==> config.mk <==
export PLATFORM = sky130hd
export DESIGN_NAME = pipeline_stall_ctrl
export DESIGN_NICKNAME = d
export VERILOG_FILES = /design/src/rtl/pipeline_stall_ctrl_pkg.sv /design/src/rtl/pipeline_stall_ctrl_sat_counter.sv /design/src/rtl/pipeline_stall_ctrl.sv
export SDC_FILE = /design/constraint.sdc
export NUM_CORES = 1
export LEC_CHECK = 0
export BUFFER_PORTS_ARGS = -buffer_cell sky130_fd_sc_hd__buf_4
export CAP_MARGIN = 20
export CORE_MARGIN = 2
export CORE_UTILIZATION = 30
export CTS_CLUSTER_DIAMETER = 100
export DETAILED_ROUTE_END_ITERATION = 8
export PLACE_DENSITY = 0.65
export SLEW_MARGIN = 0
export SYNTH_ARGS = -nofsm -noshare
export SYNTH_HDL_FRONTEND = slang
export SYNTH_SLANG_ARGS = --single-unit
==> constraint.sdc <==
create_clock -name clk -period 1.77 [get_ports clk]
set_input_delay 0.177 -clock clk [delete_from_list [all_inputs] [get_ports clk]]
set_output_delay 0.177 -clock clk [all_outputs]
set_load 0.02 [all_outputs]
==> src/rtl/pipeline_stall_ctrl_pkg.sv <==
// -----------------------------------------------------------------------------
// pipeline_stall_ctrl_pkg
// Shared definitions for the pipeline freeze/flush scheduler:
//   - state_t   : memory-wait FSM encoding (RUN / MEM_WAIT / ERROR)
//   - level_t   : which priority level currently drives the stage controls
//   - defaults  : MEM_TIMEOUT and performance-counter width
// -----------------------------------------------------------------------------
package pipeline_stall_ctrl_pkg;

    typedef enum logic [1:0] {
        STATE_RUN      = 2'd0,
        STATE_MEM_WAIT = 2'd1,
        STATE_ERROR    = 2'd2
    } state_t;

    // Active priority level, highest first. LVL_NONE covers reset and idle.
    typedef enum logic [2:0] {
        LVL_NONE   = 3'd0,
        LVL_ERROR  = 3'd1,
        LVL_MEM    = 3'd2,
        LVL_BRANCH = 3'd3,
        LVL_HAZARD = 3'd4
    } level_t;

    localparam int DEFAULT_MEM_TIMEOUT = 64;
    localparam int DEFAULT_CNT_W       = 32;

endpackage

==> src/rtl/pipeline_stall_ctrl_sat_counter.sv <==
// -----------------------------------------------------------------------------
// sat_counter
// Saturating up-counter used for the pipeline performance counters.
// Ports:
//   clk    in   system clock
//   rst    in   synchronous active-high reset (clears count)
//   inc    in   increment request for this cycle
//   count  out  W-bit count, holds at all-ones once reached
// -----------------------------------------------------------------------------
module sat_counter #(
    parameter int W = 32
) (
    input  logic         clk,
    input  logic         rst,
    input  logic         inc,
    output logic [W-1:0] count
);

    always_ff @(posedge clk) begin
        if (rst) begin
            count <= '0;
        end else if (inc && (count != {W{1'b1}})) begin
            count <= count + W'(1);
        end
    end

endmodule

==> src/rtl/pipeline_stall_ctrl.sv <==
// -----------------------------------------------------------------------------
// pipeline_stall_ctrl
// Central freeze/flush scheduler for the 5-stage pipeline (IF, ID, EXE, MEM,
// WB). Merges the ID hazard flag, the EXE taken-branch flag and the MEM-stage
// SRAM handshake into one prioritised set of stage controls, and watches
// memory stalls with a timeout that latches a sticky error.
//
// Optional feature (macro PIPE_PERF_CNT_EN): saturating performance counters
// for hazard stalls, memory freezes and branch flushes. Without the macro the
// counter ports exist but are tied to zero.
//
// Parameters:
//   MEM_TIMEOUT  consecutive stalled memory cycles before mem_err (>= 2)
//   CNT_W        performance counter width
// Ports:
//   clk               in   system clock
//   rst               in   synchronous active-high reset
//   hazard            in   RAW hazard on the instruction in ID
//   branch_taken      in   branch resolved taken in EXE
//   mem_req           in   MEM stage holds a load/store
//   mem_ready         in   SRAM access completed
//   freeze_all        out  hold every pipeline register and the PC
//   pc_freeze         out  hold PC and IF/ID (hazard stall)
//   if_id_flush       out  bubble the IF/ID register
//   id_exe_flush      out  bubble the ID/EXE register
//   mem_err           out  sticky memory-timeout error
//   hazard_stall_cnt  out  cycles stalled by hazard
//   mem_stall_cnt     out  cycles frozen by memory
//   flush_cnt         out  taken-branch flush cycles
// -----------------------------------------------------------------------------
module pipeline_stall_ctrl
    import pipeline_stall_ctrl_pkg::*;
#(
    parameter int MEM_TIMEOUT = DEFAULT_MEM_TIMEOUT,
    parameter int CNT_W       = DEFAULT_CNT_W
) (
    input  logic             clk,
    input  logic             rst,
    input  logic             hazard,
    input  logic             branch_taken,
    input  logic             mem_req,
    input  logic             mem_ready,
    output logic             freeze_all,
    output logic             pc_freeze,
    output logic             if_id_flush,
    output logic             id_exe_flush,
    output logic             mem_err,
    output logic [CNT_W-1:0] hazard_stall_cnt,
    output logic [CNT_W-1:0] mem_stall_cnt,
    output logic [CNT_W-1:0] flush_cnt
);

    localparam int WAIT_W = $clog2(MEM_TIMEOUT + 1);

    state_t            state, state_nxt;
    logic [WAIT_W-1:0] wait_cnt, wait_cnt_nxt;
    logic              mstall;
    level_t            level;

    assign mstall = mem_req & ~mem_ready;

    // -------------------------------------------------------------------------
    // State register
    // -------------------------------------------------------------------------
    // NOTE: all clocked state uses non-blocking assignments so every flop
    // samples pre-edge values regardless of statement order.
    always_ff @(posedge clk) begin
        if (rst) begin
            state    <= STATE_RUN;
            wait_cnt <= '0;
            mem_err  <= 1'b0;
        end else begin
            state    <= state_nxt;
            wait_cnt <= wait_cnt_nxt;
            // ERROR is absorbing, so this stays high until rst.
            mem_err  <= (state_nxt == STATE_ERROR);
        end
    end

    // -------------------------------------------------------------------------
    // Next-state logic
    // The wait counter holds the number of consecutive mstall cycles already
    // completed; the RUN cycle that starts a wait counts as the first one.
    // -------------------------------------------------------------------------
    // NOTE: defaults at the top of every combinational block keep each output
    // assigned on all paths, so no latches are inferred.
    always_comb begin
        state_nxt    = state;
        wait_cnt_nxt = wait_cnt;
        unique case (state)
            STATE_RUN: begin
                if (mstall) begin
                    state_nxt    = STATE_MEM_WAIT;
                    wait_cnt_nxt = WAIT_W'(1);
                end else begin
                    wait_cnt_nxt = '0;
                end
            end
            STATE_MEM_WAIT: begin
                if (!mstall) begin
                    state_nxt    = STATE_RUN;
                    wait_cnt_nxt = '0;
                end else if (wait_cnt == WAIT_W'(MEM_TIMEOUT - 1)) begin
                    state_nxt    = STATE_ERROR;
                end else begin
                    wait_cnt_nxt = wait_cnt + WAIT_W'(1);
                end
            end
            STATE_ERROR: begin
                state_nxt = STATE_ERROR;
            end
            default: begin
                state_nxt    = STATE_RUN;
                wait_cnt_nxt = '0;
            end
        endcase
    end

    // -------------------------------------------------------------------------
    // Output logic: pick the winning priority level, then decode it.
    // A memory stall in RUN freezes immediately (zero-cycle latency); once
    // mem_ready rises the pending branch/hazard acts in that same cycle.
    // -------------------------------------------------------------------------
    always_comb begin
        level = LVL_NONE;
        if (rst) begin
            level = LVL_NONE;
        end else if (state == STATE_ERROR) begin
            level = LVL_ERROR;
        end else if (mstall) begin
            level = LVL_MEM;
        end else if (branch_taken) begin
            // Instruction in ID is squashed, so a concurrent hazard is moot.
            level = LVL_BRANCH;
        end else if (hazard) begin
            level = LVL_HAZARD;
        end
    end

    always_comb begin
        freeze_all   = 1'b0;
        pc_freeze    = 1'b0;
        if_id_flush  = 1'b0;
        id_exe_flush = 1'b0;
        unique case (level)
            LVL_ERROR,
            LVL_MEM: begin
                freeze_all = 1'b1;
            end
            LVL_BRANCH: begin
                if_id_flush  = 1'b1;
                id_exe_flush = 1'b1;
            end
            LVL_HAZARD: begin
                pc_freeze    = 1'b1;
                id_exe_flush = 1'b1;
            end
            default: begin
            end
        endcase
    end

    // -------------------------------------------------------------------------
    // Performance counters
    // -------------------------------------------------------------------------
`ifdef PIPE_PERF_CNT_EN
    sat_counter #(.W(CNT_W)) u_hazard_cnt (
        .clk   (clk),
        .rst   (rst),
        .inc   (level == LVL_HAZARD),
        .count (hazard_stall_cnt)
    );

    sat_counter #(.W(CNT_W)) u_mem_cnt (
        .clk   (clk),
        .rst   (rst),
        .inc   (level == LVL_MEM),
        .count (mem_stall_cnt)
    );

    sat_counter #(.W(CNT_W)) u_flush_cnt (
        .clk   (clk),
        .rst   (rst),
        .inc   (level == LVL_BRANCH),
        .count (flush_cnt)
    );
`else
    assign hazard_stall_cnt = '0;
    assign mem_stall_cnt    = '0;
    assign flush_cnt        = '0;
`endif

endmodule
==> impl_metrics.env <==
export IMPL_fin_crit_ns=1.62
export IMPL_htree_levels=1
export IMPL_drt_antenna_violating_nets=0
export IMPL_cts_tree="yes"
export IMPL_cts_root_buf="clkbuf_8"
export IMPL_die_h_um=69.0
export IMPL_port_buffers=10
export IMPL_overflow=0
export IMPL_ys_seq_area_frac=0.158
export IMPL_p_leak_nw=0.567
export IMPL_end_kind="flop"
export IMPL_start_util=0.315
export IMPL_finalHoldViolCount=0
export IMPL_fillers=447
export IMPL_drtIter0Drc=7
export IMPL_cp_required_ns=1.92
export IMPL_p_per_area_nw_per_um2=666
export IMPL_antenna_cells=0
export IMPL_die_area_um2=4770
export IMPL_rsz0062_at_grt="false"
export IMPL_synth_distinct_cells=33
export IMPL_max_freq_mhz=617
export IMPL_drt_pass1_iterations=4
export IMPL_drive_above_1_share=0.140
export IMPL_startpoint_type="flop"
export IMPL_antenna_found_initial=0
export IMPL_syn_cell_area_um2=1270
export IMPL_ys_ff_latch=10
export IMPL_peakVddDrop_v=0.000253
export IMPL_arrival_ns=1.77
export IMPL_final_setup_viol_count=0
export IMPL_status="finished clean"
export IMPL_ios=107
export IMPL_path_clk_slew_ns=0.05
export IMPL_rows=23
export IMPL_cts_num_sinks=10
export IMPL_avgRoutedWirePerCell_um=6.99
export IMPL_vias=731
export IMPL_synthCells=158
export IMPL_cts_buffers_inserted=3
export IMPL_clk_latency_ns=0.24
export IMPL_grt_usage=0.0522
export IMPL_finalSetupTns_ns=0
export IMPL_yosysWarnings=0
export IMPL_post_cts_setup_buffer_count=0
export IMPL_fin_skew_ns=0.00294
export IMPL_grt_pass1_vias=431
export IMPL_crit_fanout=7
export IMPL_core_area_um2=4030
export IMPL_whs_ns=0.212
export IMPL_area_growth_pct=-12.1
export IMPL_fin_crit_sh=0.916
export IMPL_die_x_um=69.0
export IMPL_slew_viol_final=0
export IMPL_hold_path_class="primary input to flop"
export IMPL_dp_hpwl_mm=1.25
export IMPL_final_nets=180
export IMPL_clk_path_buf_depth=2
export IMPL_utilization=0.277
export IMPL_crit_type="flop to flop"
export IMPL_grt_start_max_net_pins=16
export IMPL_drc_errors=0
export IMPL_drv_cap=0
export IMPL_postRouteWirelength_mm=1.55
export IMPL_globalplace_congestion=0.729
export IMPL_viasPerCell=3.29
export IMPL_grt_pass1_wl_mm=1.90
export IMPL_synth_area_per_cell_um2=8.03
-- cell families (layout without fill, tap and decap cells) --
group	Yosys count	in the layout	synth area share
other	1	96	0.00296
DFF	10	10	0.158
adders and majority gates	1	1	0.00986
buffers and inverters	101	20	0.584
xor gates and xnor gates	1	1	0.00690
AOI/OAI and AO/OA	17	17	0.107
and+or+nand+nor	27	27	0.132
-- cell usage after synthesis --
cell type  instances  area share
a211oi_1           1      0.0059
a211oi_2           1      0.0099
a21oi_1            4       0.016
a21oi_2            1      0.0069
a31oi_1            1      0.0049
a41oi_1            1      0.0069
and2_1             1      0.0049
and3_1             2      0.0099
and3b_1            1      0.0069
and4_1             1      0.0069
buf_2              1      0.0039
buf_4             96        0.57
clkbuf_1           1      0.0030
conb_1             1      0.0030
dfxtp_1           10        0.16
ha_1               1      0.0099
inv_1              3      0.0089
nand2_1            3      0.0089
nand2b_1           3       0.015
nand3b_1           2       0.012
nand4_1            3       0.015
nor2_1             5       0.015
nor2b_1            2      0.0099
nor3_1             2      0.0079
nor3b_1            1      0.0059
nor3b_4            1       0.015
o21a_1             2       0.012
o21ai_0            1      0.0039
o21ai_2            1      0.0069
o221ai_1           1      0.0069
o32ai_1            2       0.014
o32ai_2            1       0.013
xnor2_1            1      0.0069
-- layout by cell type (no fill, tap or decap), types with 3 or more instances in the layout --
cell type,count
clkbuf_8,4
buf_4,13
nand2_1,3
a21oi_1,4
dfxtp_1,9
inv_1,3
conb_1,96
nor2_1,5
nand2b_1,3
nand4_1,3
-- critical path, cell delays in order (launching register included) --
cell,delay [ns]
dfxtp_2,0.37
ha_2,0.23
and4_1,0.24
nor3b_4,0.36
a21oi_2,0.13
o32ai_2,0.20
-- stage by stage --
step,cell area (µm²),cells,total power [mW],worst slack (ns)
after floorplan,1630,253,0.595,0.235
after global placement,1060,218,0.452,0.141
after detailed placement,1060,218,0.452,0.0967
after CTS,1110,222,0.750,0.0689
after global routing,1110,222,0.773,0.0679
final,1110,222,0.742,0.149
-- state kept, by name, summed over array words and instances (netlist names) --
signal,cells
mem_err,1
wait_cnt,7
state,2
-- power breakdown --
part           switching [mW]  internal [mW]  leakage (nW)
logic                   0.201         0.0213         0.457
registers             0.00255          0.228        0.0812
clock network          0.0934          0.196        0.0288
total                   0.297          0.445         0.567
-- metal layers --
metal  part of all wire  global-route usage
met5                  0                   0
met4              0.030              0.0588
met3               0.13              0.0132
met2               0.46              0.0748
met1               0.38              0.0585
-- what timing repair did --
| item | in CTS | in global routing |
|---|---|---|
| gates resized for setup | 0 | 2 |
| setup endpoints to repair | 0 | 3 |
| hold buffers | 0 | 0 |
-- layout make-up --
type,count,area [µm²],share of cell area
timing repair buffer,13,97.6,0.0875
inverter,3,11.3,0.0101
multi-input combinational,142,687,0.616
clock buffer,4,55.1,0.0494
tap,50,62.6,0.0561
sequential,10,201,0.181
-- worst paths after layout --
| check | startpoint | end | slack (ns) | depth (start not counted) |
|---|---|---|---|---|
| worst min-delay path | rst | wait_cnt[2]$_SDFFE_PP0P_ | 0.21 | 2 |
| worst max-delay path | wait_cnt[0]$_SDFFE_PP0P_ | wait_cnt[1]$_SDFFE_PP0P_ | 0.15 | 5 |
| worst min register to register | state[0]$_SDFF_PP0_ | state[0]$_SDFF_PP0_ | 0.52 | 1 |
| worst max register to register | wait_cnt[0]$_SDFFE_PP0P_ | wait_cnt[1]$_SDFFE_PP0P_ | 0.15 | 5 |
Power figures use the tool's default switching activity.
